[src/rtl/cpu_pkg.sv]
// Shared types and encodings for the RISC control unit: FSM states, opcode/op
// values, memory command, write-back select and ALU operation codes.
package cpu_pkg;

    typedef enum logic [4:0] {
        S_RST,
        S_IF1,
        S_IF2,
        S_UPD_PC,
        S_DECODE,
        S_WR_IMM,
        S_GET_A,
        S_GET_B,
        S_ALU,
        S_WR_REG,
        S_ADDR,
        S_LD_ADDR,
        S_MEM_RD,
        S_MEM_WB,
        S_GET_D,
        S_PASS,
        S_MEM_WR,
        S_HALT
    } state_t;

    localparam logic [2:0] OPC_LDR  = 3'b011;
    localparam logic [2:0] OPC_STR  = 3'b100;
    localparam logic [2:0] OPC_ALU  = 3'b101;
    localparam logic [2:0] OPC_MOV  = 3'b110;
    localparam logic [2:0] OPC_HALT = 3'b111;

    localparam logic [1:0] OP_MOVR = 2'b00;
    localparam logic [1:0] OP_MOVI = 2'b10;
    localparam logic [1:0] OP_ADD  = 2'b00;
    localparam logic [1:0] OP_CMP  = 2'b01;
    localparam logic [1:0] OP_AND  = 2'b10;
    localparam logic [1:0] OP_MVN  = 2'b11;
    localparam logic [1:0] OP_MEM  = 2'b00;

    localparam logic [1:0] MNONE  = 2'b00;
    localparam logic [1:0] MREAD  = 2'b01;
    localparam logic [1:0] MWRITE = 2'b10;

    localparam logic [1:0] VSEL_C     = 2'b00;
    localparam logic [1:0] VSEL_PC    = 2'b01;
    localparam logic [1:0] VSEL_MDATA = 2'b10;
    localparam logic [1:0] VSEL_IMM   = 2'b11;

    localparam logic [1:0] ALU_ADD = 2'b00;
    localparam logic [1:0] ALU_SUB = 2'b01;
    localparam logic [1:0] ALU_AND = 2'b10;
    localparam logic [1:0] ALU_NOT = 2'b11;

endpackage

[src/rtl/cpu_if.sv]
// Memory bus between the control unit (master) and instruction/data memory (slave).
interface cpu_if #(
    parameter int PC_W = 9
);
    logic [15:0]     in;
    logic [1:0]      mem_cmd;
    logic [PC_W-1:0] mem_addr;

    modport master (input in, output mem_cmd, output mem_addr);
    modport slave  (output in, input mem_cmd, input mem_addr);
endinterface

[src/rtl/cpu_instr_decoder.sv]
// Combinational field extraction and immediate sign extension from the IR.
module instr_decoder (
    input  logic [15:0] ir,
    output logic [2:0]  opcode,
    output logic [1:0]  op,
    output logic [2:0]  rn,
    output logic [2:0]  rd,
    output logic [2:0]  rm,
    output logic [1:0]  sh,
    output logic [15:0] sximm8,
    output logic [15:0] sximm5
);
    assign opcode = ir[15:13];
    assign op     = ir[12:11];
    assign rn     = ir[10:8];
    assign rd     = ir[7:5];
    assign sh     = ir[4:3];
    assign rm     = ir[2:0];
    assign sximm8 = {{8{ir[7]}}, ir[7:0]};
    assign sximm5 = {{11{ir[4]}}, ir[4:0]};
endmodule

[src/rtl/cpu_controller.sv]
// Moore control unit: fetches into IR, decodes, and sequences datapath strobes
// and memory commands; owns PC and the load/store data address register.
module cpu_controller
    import cpu_pkg::*;
#(
    parameter int              PC_W     = 9,
    parameter logic [PC_W-1:0] RESET_PC = '0
) (
    input  logic            clk,
    input  logic            reset,
    cpu_if.master           bus,
    input  logic [15:0]     datapath_out,
    output logic [2:0]      readnum,
    output logic [2:0]      writenum,
    output logic            write,
    output logic [1:0]      vsel,
    output logic            loada,
    output logic            loadb,
    output logic            loadc,
    output logic            loads,
    output logic            asel,
    output logic            bsel,
    output logic [1:0]      shift,
    output logic [1:0]      ALUop,
    output logic [15:0]     sximm8,
    output logic [15:0]     sximm5,
    output logic [PC_W-1:0] PC,
    output logic            halted
);
    state_t          state_reg, state_next;
    logic [PC_W-1:0] pc_reg;
    logic [15:0]     ir_reg;
    logic [PC_W-1:0] data_addr_reg;

    logic [2:0] opcode, rn, rd, rm;
    logic [1:0] op, sh;
    logic       is_cmp;
    logic [1:0]      mem_cmd_next;
    logic [PC_W-1:0] mem_addr_next;

    // Only the low address bits of the datapath result form a memory address.
    logic unused_dp_bits;
    assign unused_dp_bits = ^datapath_out[15:PC_W];

    instr_decoder u_dec (
        .ir     (ir_reg),
        .opcode (opcode),
        .op     (op),
        .rn     (rn),
        .rd     (rd),
        .rm     (rm),
        .sh     (sh),
        .sximm8 (sximm8),
        .sximm5 (sximm5)
    );

    assign is_cmp       = (opcode == OPC_ALU) && (op == OP_CMP);
    assign PC           = pc_reg;
    assign bus.mem_cmd  = mem_cmd_next;
    assign bus.mem_addr = mem_addr_next;

    always_ff @(posedge clk) begin
        if (reset) begin
            state_reg     <= S_RST;
            pc_reg        <= RESET_PC;
            ir_reg        <= '0;
            data_addr_reg <= '0;
        end else begin
            state_reg <= state_next;
            if (state_reg == S_IF2)
                ir_reg <= bus.in;
            if (state_reg == S_UPD_PC)
                pc_reg <= pc_reg + 1'b1;
            if (state_reg == S_LD_ADDR)
                data_addr_reg <= datapath_out[PC_W-1:0];
        end
    end

    always_comb begin
        state_next    = state_reg;
        readnum       = 3'd0;
        writenum      = 3'd0;
        write         = 1'b0;
        vsel          = VSEL_C;
        loada         = 1'b0;
        loadb         = 1'b0;
        loadc         = 1'b0;
        loads         = 1'b0;
        asel          = 1'b0;
        bsel          = 1'b0;
        shift         = 2'b00;
        ALUop         = ALU_ADD;
        mem_cmd_next  = MNONE;
        mem_addr_next = pc_reg;
        halted        = 1'b0;

        case (state_reg)
            S_RST:    state_next = S_IF1;
            S_IF1: begin
                mem_cmd_next = MREAD;
                state_next   = S_IF2;
            end
            S_IF2: begin
                mem_cmd_next = MREAD;
                state_next   = S_UPD_PC;
            end
            S_UPD_PC: state_next = S_DECODE;
            S_DECODE: begin
                case ({opcode, op})
                    {OPC_MOV, OP_MOVI}: state_next = S_WR_IMM;
                    {OPC_MOV, OP_MOVR}: state_next = S_GET_B;
                    {OPC_ALU, OP_ADD},
                    {OPC_ALU, OP_AND},
                    {OPC_ALU, OP_CMP}:  state_next = S_GET_A;
                    {OPC_ALU, OP_MVN}:  state_next = S_GET_B;
                    {OPC_LDR, OP_MEM},
                    {OPC_STR, OP_MEM}:  state_next = S_GET_A;
                    default:            state_next = S_HALT;
                endcase
            end
            S_WR_IMM: begin
                writenum   = rn;
                vsel       = VSEL_IMM;
                write      = 1'b1;
                state_next = S_IF1;
            end
            S_GET_A: begin
                readnum    = rn;
                loada      = 1'b1;
                state_next = (opcode == OPC_ALU) ? S_GET_B : S_ADDR;
            end
            S_GET_B: begin
                readnum    = rm;
                loadb      = 1'b1;
                state_next = S_ALU;
            end
            S_ALU: begin
                // MOV Rd,Rm passes B through by adding it to a zeroed A.
                asel       = (opcode == OPC_MOV);
                ALUop      = (opcode == OPC_MOV) ? ALU_ADD : op;
                shift      = sh;
                loads      = is_cmp;
                loadc      = !is_cmp;
                state_next = is_cmp ? S_IF1 : S_WR_REG;
            end
            S_WR_REG: begin
                writenum   = rd;
                vsel       = VSEL_C;
                write      = 1'b1;
                state_next = S_IF1;
            end
            S_ADDR: begin
                bsel       = 1'b1;
                loadc      = 1'b1;
                state_next = S_LD_ADDR;
            end
            S_LD_ADDR: state_next = (opcode == OPC_LDR) ? S_MEM_RD : S_GET_D;
            S_MEM_RD: begin
                mem_addr_next = data_addr_reg;
                mem_cmd_next  = MREAD;
                state_next    = S_MEM_WB;
            end
            S_MEM_WB: begin
                mem_addr_next = data_addr_reg;
                mem_cmd_next  = MREAD;
                vsel          = VSEL_MDATA;
                writenum      = rd;
                write         = 1'b1;
                state_next    = S_IF1;
            end
            S_GET_D: begin
                readnum    = rd;
                loadb      = 1'b1;
                state_next = S_PASS;
            end
            S_PASS: begin
                asel       = 1'b1;
                loadc      = 1'b1;
                state_next = S_MEM_WR;
            end
            S_MEM_WR: begin
                mem_addr_next = data_addr_reg;
                mem_cmd_next  = MWRITE;
                state_next    = S_IF1;
            end
            S_HALT: begin
                halted     = 1'b1;
                state_next = S_HALT;
            end
            default: state_next = S_RST;
        endcase

        // Side-effecting strobes are suppressed in the very cycle reset rises.
        if (reset) begin
            write        = 1'b0;
            loada        = 1'b0;
            loadb        = 1'b0;
            loadc        = 1'b0;
            loads        = 1'b0;
            mem_cmd_next = MNONE;
        end
    end
endmodule

[src/flat_wrapper.sv]
// flat-port wrapper written by rule: the top's interface ports become plain ports
module cpu_controller_flat import cpu_pkg::*;
#(
    parameter int              PC_W     = 9,
    parameter logic [PC_W-1:0] RESET_PC = '0
)
  (clk, reset, datapath_out, readnum, writenum, write, vsel, loada, loadb, loadc, loads, asel, bsel, shift, ALUop, sximm8, sximm5, PC, halted, bus_in, bus_mem_cmd, bus_mem_addr);
  cpu_if #(.PC_W(PC_W)) bus_i ();
  input  logic clk;
  input  logic reset;
  input  logic [15:0] datapath_out;
  output logic [2:0] readnum;
  output logic [2:0] writenum;
  output logic write;
  output logic [1:0] vsel;
  output logic loada;
  output logic loadb;
  output logic loadc;
  output logic loads;
  output logic asel;
  output logic bsel;
  output logic [1:0] shift;
  output logic [1:0] ALUop;
  output logic [15:0] sximm8;
  output logic [15:0] sximm5;
  output logic [PC_W-1:0] PC;
  output logic halted;
  input wire logic [$bits(bus_i.in)-1:0] bus_in;
  output wire logic [$bits(bus_i.mem_cmd)-1:0] bus_mem_cmd;
  output wire logic [$bits(bus_i.mem_addr)-1:0] bus_mem_addr;
  assign bus_i.in = bus_in;
  assign bus_mem_cmd = bus_i.mem_cmd;
  assign bus_mem_addr = bus_i.mem_addr;
  cpu_controller #(.PC_W(PC_W), .RESET_PC(RESET_PC)) u_core (.clk(clk), .reset(reset), .bus(bus_i), .datapath_out(datapath_out), .readnum(readnum), .writenum(writenum), .write(write), .vsel(vsel), .loada(loada), .loadb(loadb), .loadc(loadc), .loads(loads), .asel(asel), .bsel(bsel), .shift(shift), .ALUop(ALUop), .sximm8(sximm8), .sximm5(sximm5), .PC(PC), .halted(halted));
endmodule
[config.mk]
export PLATFORM = sky130hd
export DESIGN_NAME = cpu_controller_flat
export DESIGN_NICKNAME = d
export VERILOG_FILES = /design/src/rtl/cpu_pkg.sv /design/src/rtl/cpu_if.sv /design/src/rtl/cpu_instr_decoder.sv /design/src/rtl/cpu_controller.sv /design/src/flat_wrapper.sv
export SDC_FILE = /design/constraint.sdc
export NUM_CORES = 1
export LEC_CHECK = 0
export ABC_AREA = 1
export CAP_MARGIN = 20
export CELL_PAD_IN_SITES_DETAIL_PLACEMENT = 1
export CELL_PAD_IN_SITES_GLOBAL_PLACEMENT = 1
export CORE_MARGIN = 2
export CORE_UTILIZATION = 26
export CTS_CLUSTER_SIZE = 8
export DETAILED_ROUTE_END_ITERATION = 16
export HOLD_SLACK_MARGIN = 0.08
export PLACE_DENSITY_LB_ADDON = 0.15
export SLEW_MARGIN = 25
export SYNTH_ARGS = -nofsm -noshare
export SYNTH_HDL_FRONTEND = slang
export SYNTH_SLANG_ARGS = --single-unit
[constraint.sdc]
create_clock -name clk -period 1.86 [get_ports clk]
set_clock_uncertainty 0.2 [all_clocks]
set_input_delay 0.372 -clock clk [delete_from_list [all_inputs] [get_ports clk]]
set_output_delay 0.372 -clock clk [all_outputs]
set_load 0.02 [all_outputs]
==> summary.md <==
| Metric | Value |
|---|---|
| Status | `finished with violations` |
| Violated checks | `setup timing` |
| Max FFs per register | `16` |
| Count of pins on the block boundary | `between 100 and 150` |
| Met1 Use GR | `about a fifth` |
| Clock network latency to the later pin of the worst-skew pair | `~310 ps` |
| ANT cells | `0` |
| Synthesized area divided by synthesized cell count | `between 6 and 7 sq um` |
| Combined buffer and inverter count along the critical path | `2` |
| Average via count per standard cell | `~4.6` |
| Unrepaired setup endpoints after global routing | `true` |
| Critical path launch point type | `flip-flop` |
| Vias in the first global route | `2981` |
| Total number of cells along the worst setup path | `7` |
| Arrival time of the worst setup path | `between 1500 and 2000 ps` |
| Clock H-tree levels | `2` |
| Final count of hold timing violations | `0` |
| Share of the yosys chip area belonging to registers | `between 30% and 40%` |
| Number of different library cells in the post-synthesis netlist | `37` |
| Slowest stage delay, CP | `about 380 ps` |
| Antenna violations before repair | `0` |
| Number of buffers inserted during clock tree synthesis | `5` |
| Detail Placement HPWL | `approximately 6700 microns` |
| Layout cell share with drive strength beyond 1 | `47.7%` |
| Tcrit/Tclk final | `118%` |
| Aggregate routed wire length | `a little over 10000 microns` |
| Capture endpoint of the worst hold path | `u_core.PC[5]` |
| Post-synthesis cell count | `357` |
| Post-Synthesis Cell Area | `roughly 2500 sq um` |
| Syn_nets | `392` |
| Max-cap check violation count | `0` |
| Maximum clock frequency | `approximately 460 MHz` |
| Total vias in the final route | `2905` |
| FF-to-FF End | `u_core.PC[7]` |
| Setup violators final | `38` |
| Worst min-delay path class | `flip-flop to flip-flop` |
| Cell mode on critical path | `sky130_fd_sc_hd__nor2_4` |
| Final net count | `between 500 and 600` |
| Logic depth of the worst register-to-register path | `8` |
| Initial Util | `26.7%` |
| Ordered cell list for the critical path | `nor2_4 > inv_2 > nor2_4 > nand2_2 > nand2_4 > mux2_4 > buf_6` |
| HP Start | `u_core.PC[5]` |
| R2R setup slack | `-90 ps` |
| Met3 Resource Use GR | `3.40%` |
| Number of buffers between clock root and the deepest sink | `2` |
| Critical path peak fanout | `3` |
| Area growth from synthesis to final layout | `95.2%` |
| Largest net degree at the start of global routing | `18` |
| Clk root buf | `sky130_fd_sc_hd__clkbuf_8` |
| Gr busiest metal | `met2` |
| Cell type group with the largest total delay on the critical path | `simple AND/OR/NAND/NOR gates` |
| Critical register-to-register path startpoint | `u_core.state_reg[0]` |
| Met2 Track Usage GR | `between 30% and 40%` |
| First-pass GRT wire length | `around 15000 microns` |
| Starting DRC count in detailed routing | `63` |
| Die Wd | `101 microns` |
| Global router's overall resource usage | `between 10% and 20%` |
| Core area | `approximately 9200 sq um` |
| Routability congestion estimate from global placement | `between 0.8 and 0.9` |
| Fin Setup TNS | `-7650 ps` |
| Category of the worst setup path capture point | `primary output` |
| Iteration count of the initial detailed-routing pass | `4` |
| Fillers | `approximately 1100` |
| CTS tree | `built` |
| Antenna Nets Post-Route | `0` |
| Clk pin slew, worst setup/hold paths | `100 ps` |
| Clock sinks | `43` |
| IO Port Bufs | `98` |
| Die Outline Area | `10200 sq um` |
| Total leakage power | `0.00232 uW` |
| Number of slew-limit violations in the final report | `0` |
| DRC violations left | `0` |
| Peak ir drop on the vdd network | `roughly 0.33 mV` |
| Crit path setup slack, layout | `-329 ps` |
| Place WS | `-549 ps` |
| Worst-margin pin slew | `about 350 ps` |
| Tightest hold margin | `283 ps` |
| Period minus WS final | `2190 ps` |
| Number of hold buffers added after CTS | `0` |
| Ys Warns | `0` |
| Routed wirelength normalized by instance count | `16.1 microns` |
| Global route total overflow | `0` |
| Slew HR | `roughly three quarters` |
| Area taken by flip-flops and latches | `about 880 sq um` |
| Data required time at the worst endpoint | `approximately 1300 ps` |
| Cell with the largest stage delay on the worst path | `sky130_fd_sc_hd__dfxtp_4` |
| Height of the die | `roughly 100 microns` |
| Number of flip-flops and latches in the synthesized netlist | `43` |
| Site Rows | `35` |
| Category of the most critical setup path | `flip-flop to primary output` |
| Cell area power density | `819 nW/um^2` |
| Multi-input gate area in the final layout | `~1600 sq um` |
| Hold Crit Depth | `2` |
==> how the worst max path moves through the flow <==
stage	start	endpoint	slack [ps]
after detailed placement	u_core.state_reg[4]	shift[1]	-550
after CTS	u_core.state_reg[2]	bus_mem_addr[2]	-340
final	u_core.state_reg[4]	bus_mem_addr[7]	-330
after floorplan	u_core.state_reg[4]	bus_mem_addr[0]	-110
after global routing	u_core.state_reg[2]	bus_mem_addr[7]	-400
after global placement	u_core.state_reg[4]	shift[0]	-530
==> tightest hold or removal path, delay by kind of cell, from the launching register on <==
| kind | cells | cell delay [ps] |
|---|---|---|
| AOI/OAI and AO/OA | 1 | 60 |
| DFF | 1 | 320 |
| buffers and inverters | 1 | 70 |
==> power breakdown <==
group          internal [uW]  total, uW  switching (uW)
registers               1080       1210             128
clock network            304        683             379
logic                    858       2030            1170
==> cells by family after synthesis <==
| kind of cell | after synthesis | share of synthesized area, % |
|---|---|---|
| AND/OR/NAND/NOR | 153 | 29.0 |
| buffers and inverters | 92 | 19.6 |
| AO/OA/AOI/OAI | 65 | 14.7 |
| flip-flops | 43 | 35.1 |
| XOR/XNOR | 2 | 0.715 |
| multiplexers | 1 | 0.459 |
| adder cells (fa/ha/maj) | 1 | 0.510 |
==> placed cells by master, fill, tap and decap left out, types with 3 or more instances in the layout <==
cell type,instances
sky130_fd_sc_hd__buf_4,73
sky130_fd_sc_hd__buf_6,49
sky130_fd_sc_hd__nor2_1,41
sky130_fd_sc_hd__dlygate4sd2_1,37
sky130_fd_sc_hd__dfxtp_1,35
sky130_fd_sc_hd__inv_1,31
sky130_fd_sc_hd__nand2_1,31
sky130_fd_sc_hd__clkdlybuf4s50_1,26
sky130_fd_sc_hd__o21ai_0,19
sky130_fd_sc_hd__nor2_4,18
sky130_fd_sc_hd__inv_2,15
sky130_fd_sc_hd__a21oi_1,13
sky130_fd_sc_hd__nand3_1,12
sky130_fd_sc_hd__nand2_2,10
sky130_fd_sc_hd__nand2_4,9
sky130_fd_sc_hd__o21ai_2,9
sky130_fd_sc_hd__o21ai_1,9
sky130_fd_sc_hd__nor3_4,8
sky130_fd_sc_hd__nand3_4,7
sky130_fd_sc_hd__nand3_2,7
sky130_fd_sc_hd__clkbuf_8,6
sky130_fd_sc_hd__inv_4,5
sky130_fd_sc_hd__dfxtp_2,5
sky130_fd_sc_hd__nand4_1,4
sky130_fd_sc_hd__dlymetal6s2s_1,4
sky130_fd_sc_hd__nor2_2,3
sky130_fd_sc_hd__buf_12,3
sky130_fd_sc_hd__dfxtp_4,3
==> timing repair <==
action / in CTS / in global routing
setup endpoints to repair: 76 / 54
gates cloned: 0 / 3
setup buffers: 19 / 17
gates resized for setup: 292 / 113
pin swaps: 18 / 33
==> synthesized netlist by cell type <==
cell type / number / area [sq um]
sky130_fd_sc_hd__a22o_1: 1 / 8.76
sky130_fd_sc_hd__buf_1: 2 / 7.51
sky130_fd_sc_hd__a31oi_1: 1 / 6.26
sky130_fd_sc_hd__nor2_2: 3 / 18.8
sky130_fd_sc_hd__o21ai_2: 1 / 8.76
sky130_fd_sc_hd__clkbuf_1: 1 / 3.75
sky130_fd_sc_hd__o31ai_1: 1 / 7.51
sky130_fd_sc_hd__nor3_4: 1 / 16.3
sky130_fd_sc_hd__nor3_1: 9 / 45.0
sky130_fd_sc_hd__o21ai_1: 1 / 5.00
sky130_fd_sc_hd__buf_6: 1 / 11.3
sky130_fd_sc_hd__a21oi_1: 16 / 80.1
sky130_fd_sc_hd__o221ai_1: 2 / 17.5
sky130_fd_sc_hd__nand3_4: 2 / 35.0
sky130_fd_sc_hd__inv_2: 8 / 30.0
sky130_fd_sc_hd__clkbuf_2: 2 / 10.0
sky130_fd_sc_hd__buf_2: 3 / 15.0
sky130_fd_sc_hd__o211ai_1: 1 / 7.51
sky130_fd_sc_hd__nor3_2: 1 / 10.0
sky130_fd_sc_hd__nand2_2: 2 / 12.5
sky130_fd_sc_hd__a21oi_2: 1 / 8.76
sky130_fd_sc_hd__o21a_1: 1 / 7.51
sky130_fd_sc_hd__nand2_1: 49 / 184
sky130_fd_sc_hd__nor2_4: 3 / 33.8
sky130_fd_sc_hd__nand3_1: 22 / 110
sky130_fd_sc_hd__a41oi_1: 1 / 8.76
sky130_fd_sc_hd__nor2_1: 56 / 210
sky130_fd_sc_hd__ha_1: 1 / 12.5
sky130_fd_sc_hd__o21ai_0: 36 / 180
sky130_fd_sc_hd__dfxtp_1: 43 / 861
sky130_fd_sc_hd__xor2_1: 2 / 17.5
sky130_fd_sc_hd__inv_1: 43 / 161
sky130_fd_sc_hd__o22ai_1: 2 / 12.5
sky130_fd_sc_hd__buf_4: 32 / 240
sky130_fd_sc_hd__mux2_2: 1 / 11.3
sky130_fd_sc_hd__nand3_2: 1 / 10.0
sky130_fd_sc_hd__nand4_1: 4 / 25.0
==> area by class of cell <==
type	count	area share, %
well taps	111	2.90
repair buffers	195	38.9
clock buffers	6	1.73
multi-input cells	223	33.6
clock inverters	2	0.340
inverters	51	4.26
flip-flops and latches	43	18.4
==> stage by stage <==
step | total power, uW | area [sq um] | util [%] | std cells
2_1_floorplan | 2220 | 2500 | - | 357
3_3_place_gp | 2760 | 3830 | 41.7 | 589
3_5_place_dp | 2800 | 3830 | 41.7 | 589
4_1_cts | 3600 | 4250 | 46.2 | 615
5_1_grt | 4150 | 4780 | 52.0 | 631
6_report | 3920 | 4780 | 52.0 | 631
==> per-layer routing <==
layer	wire length [microns]	vias up
met5	0	-
met4	122	0
met3	489	11
met2	5480	84
met1	4050	1362
li1	-	1448
No activity file was read; power rests on OpenSTA's default activity.
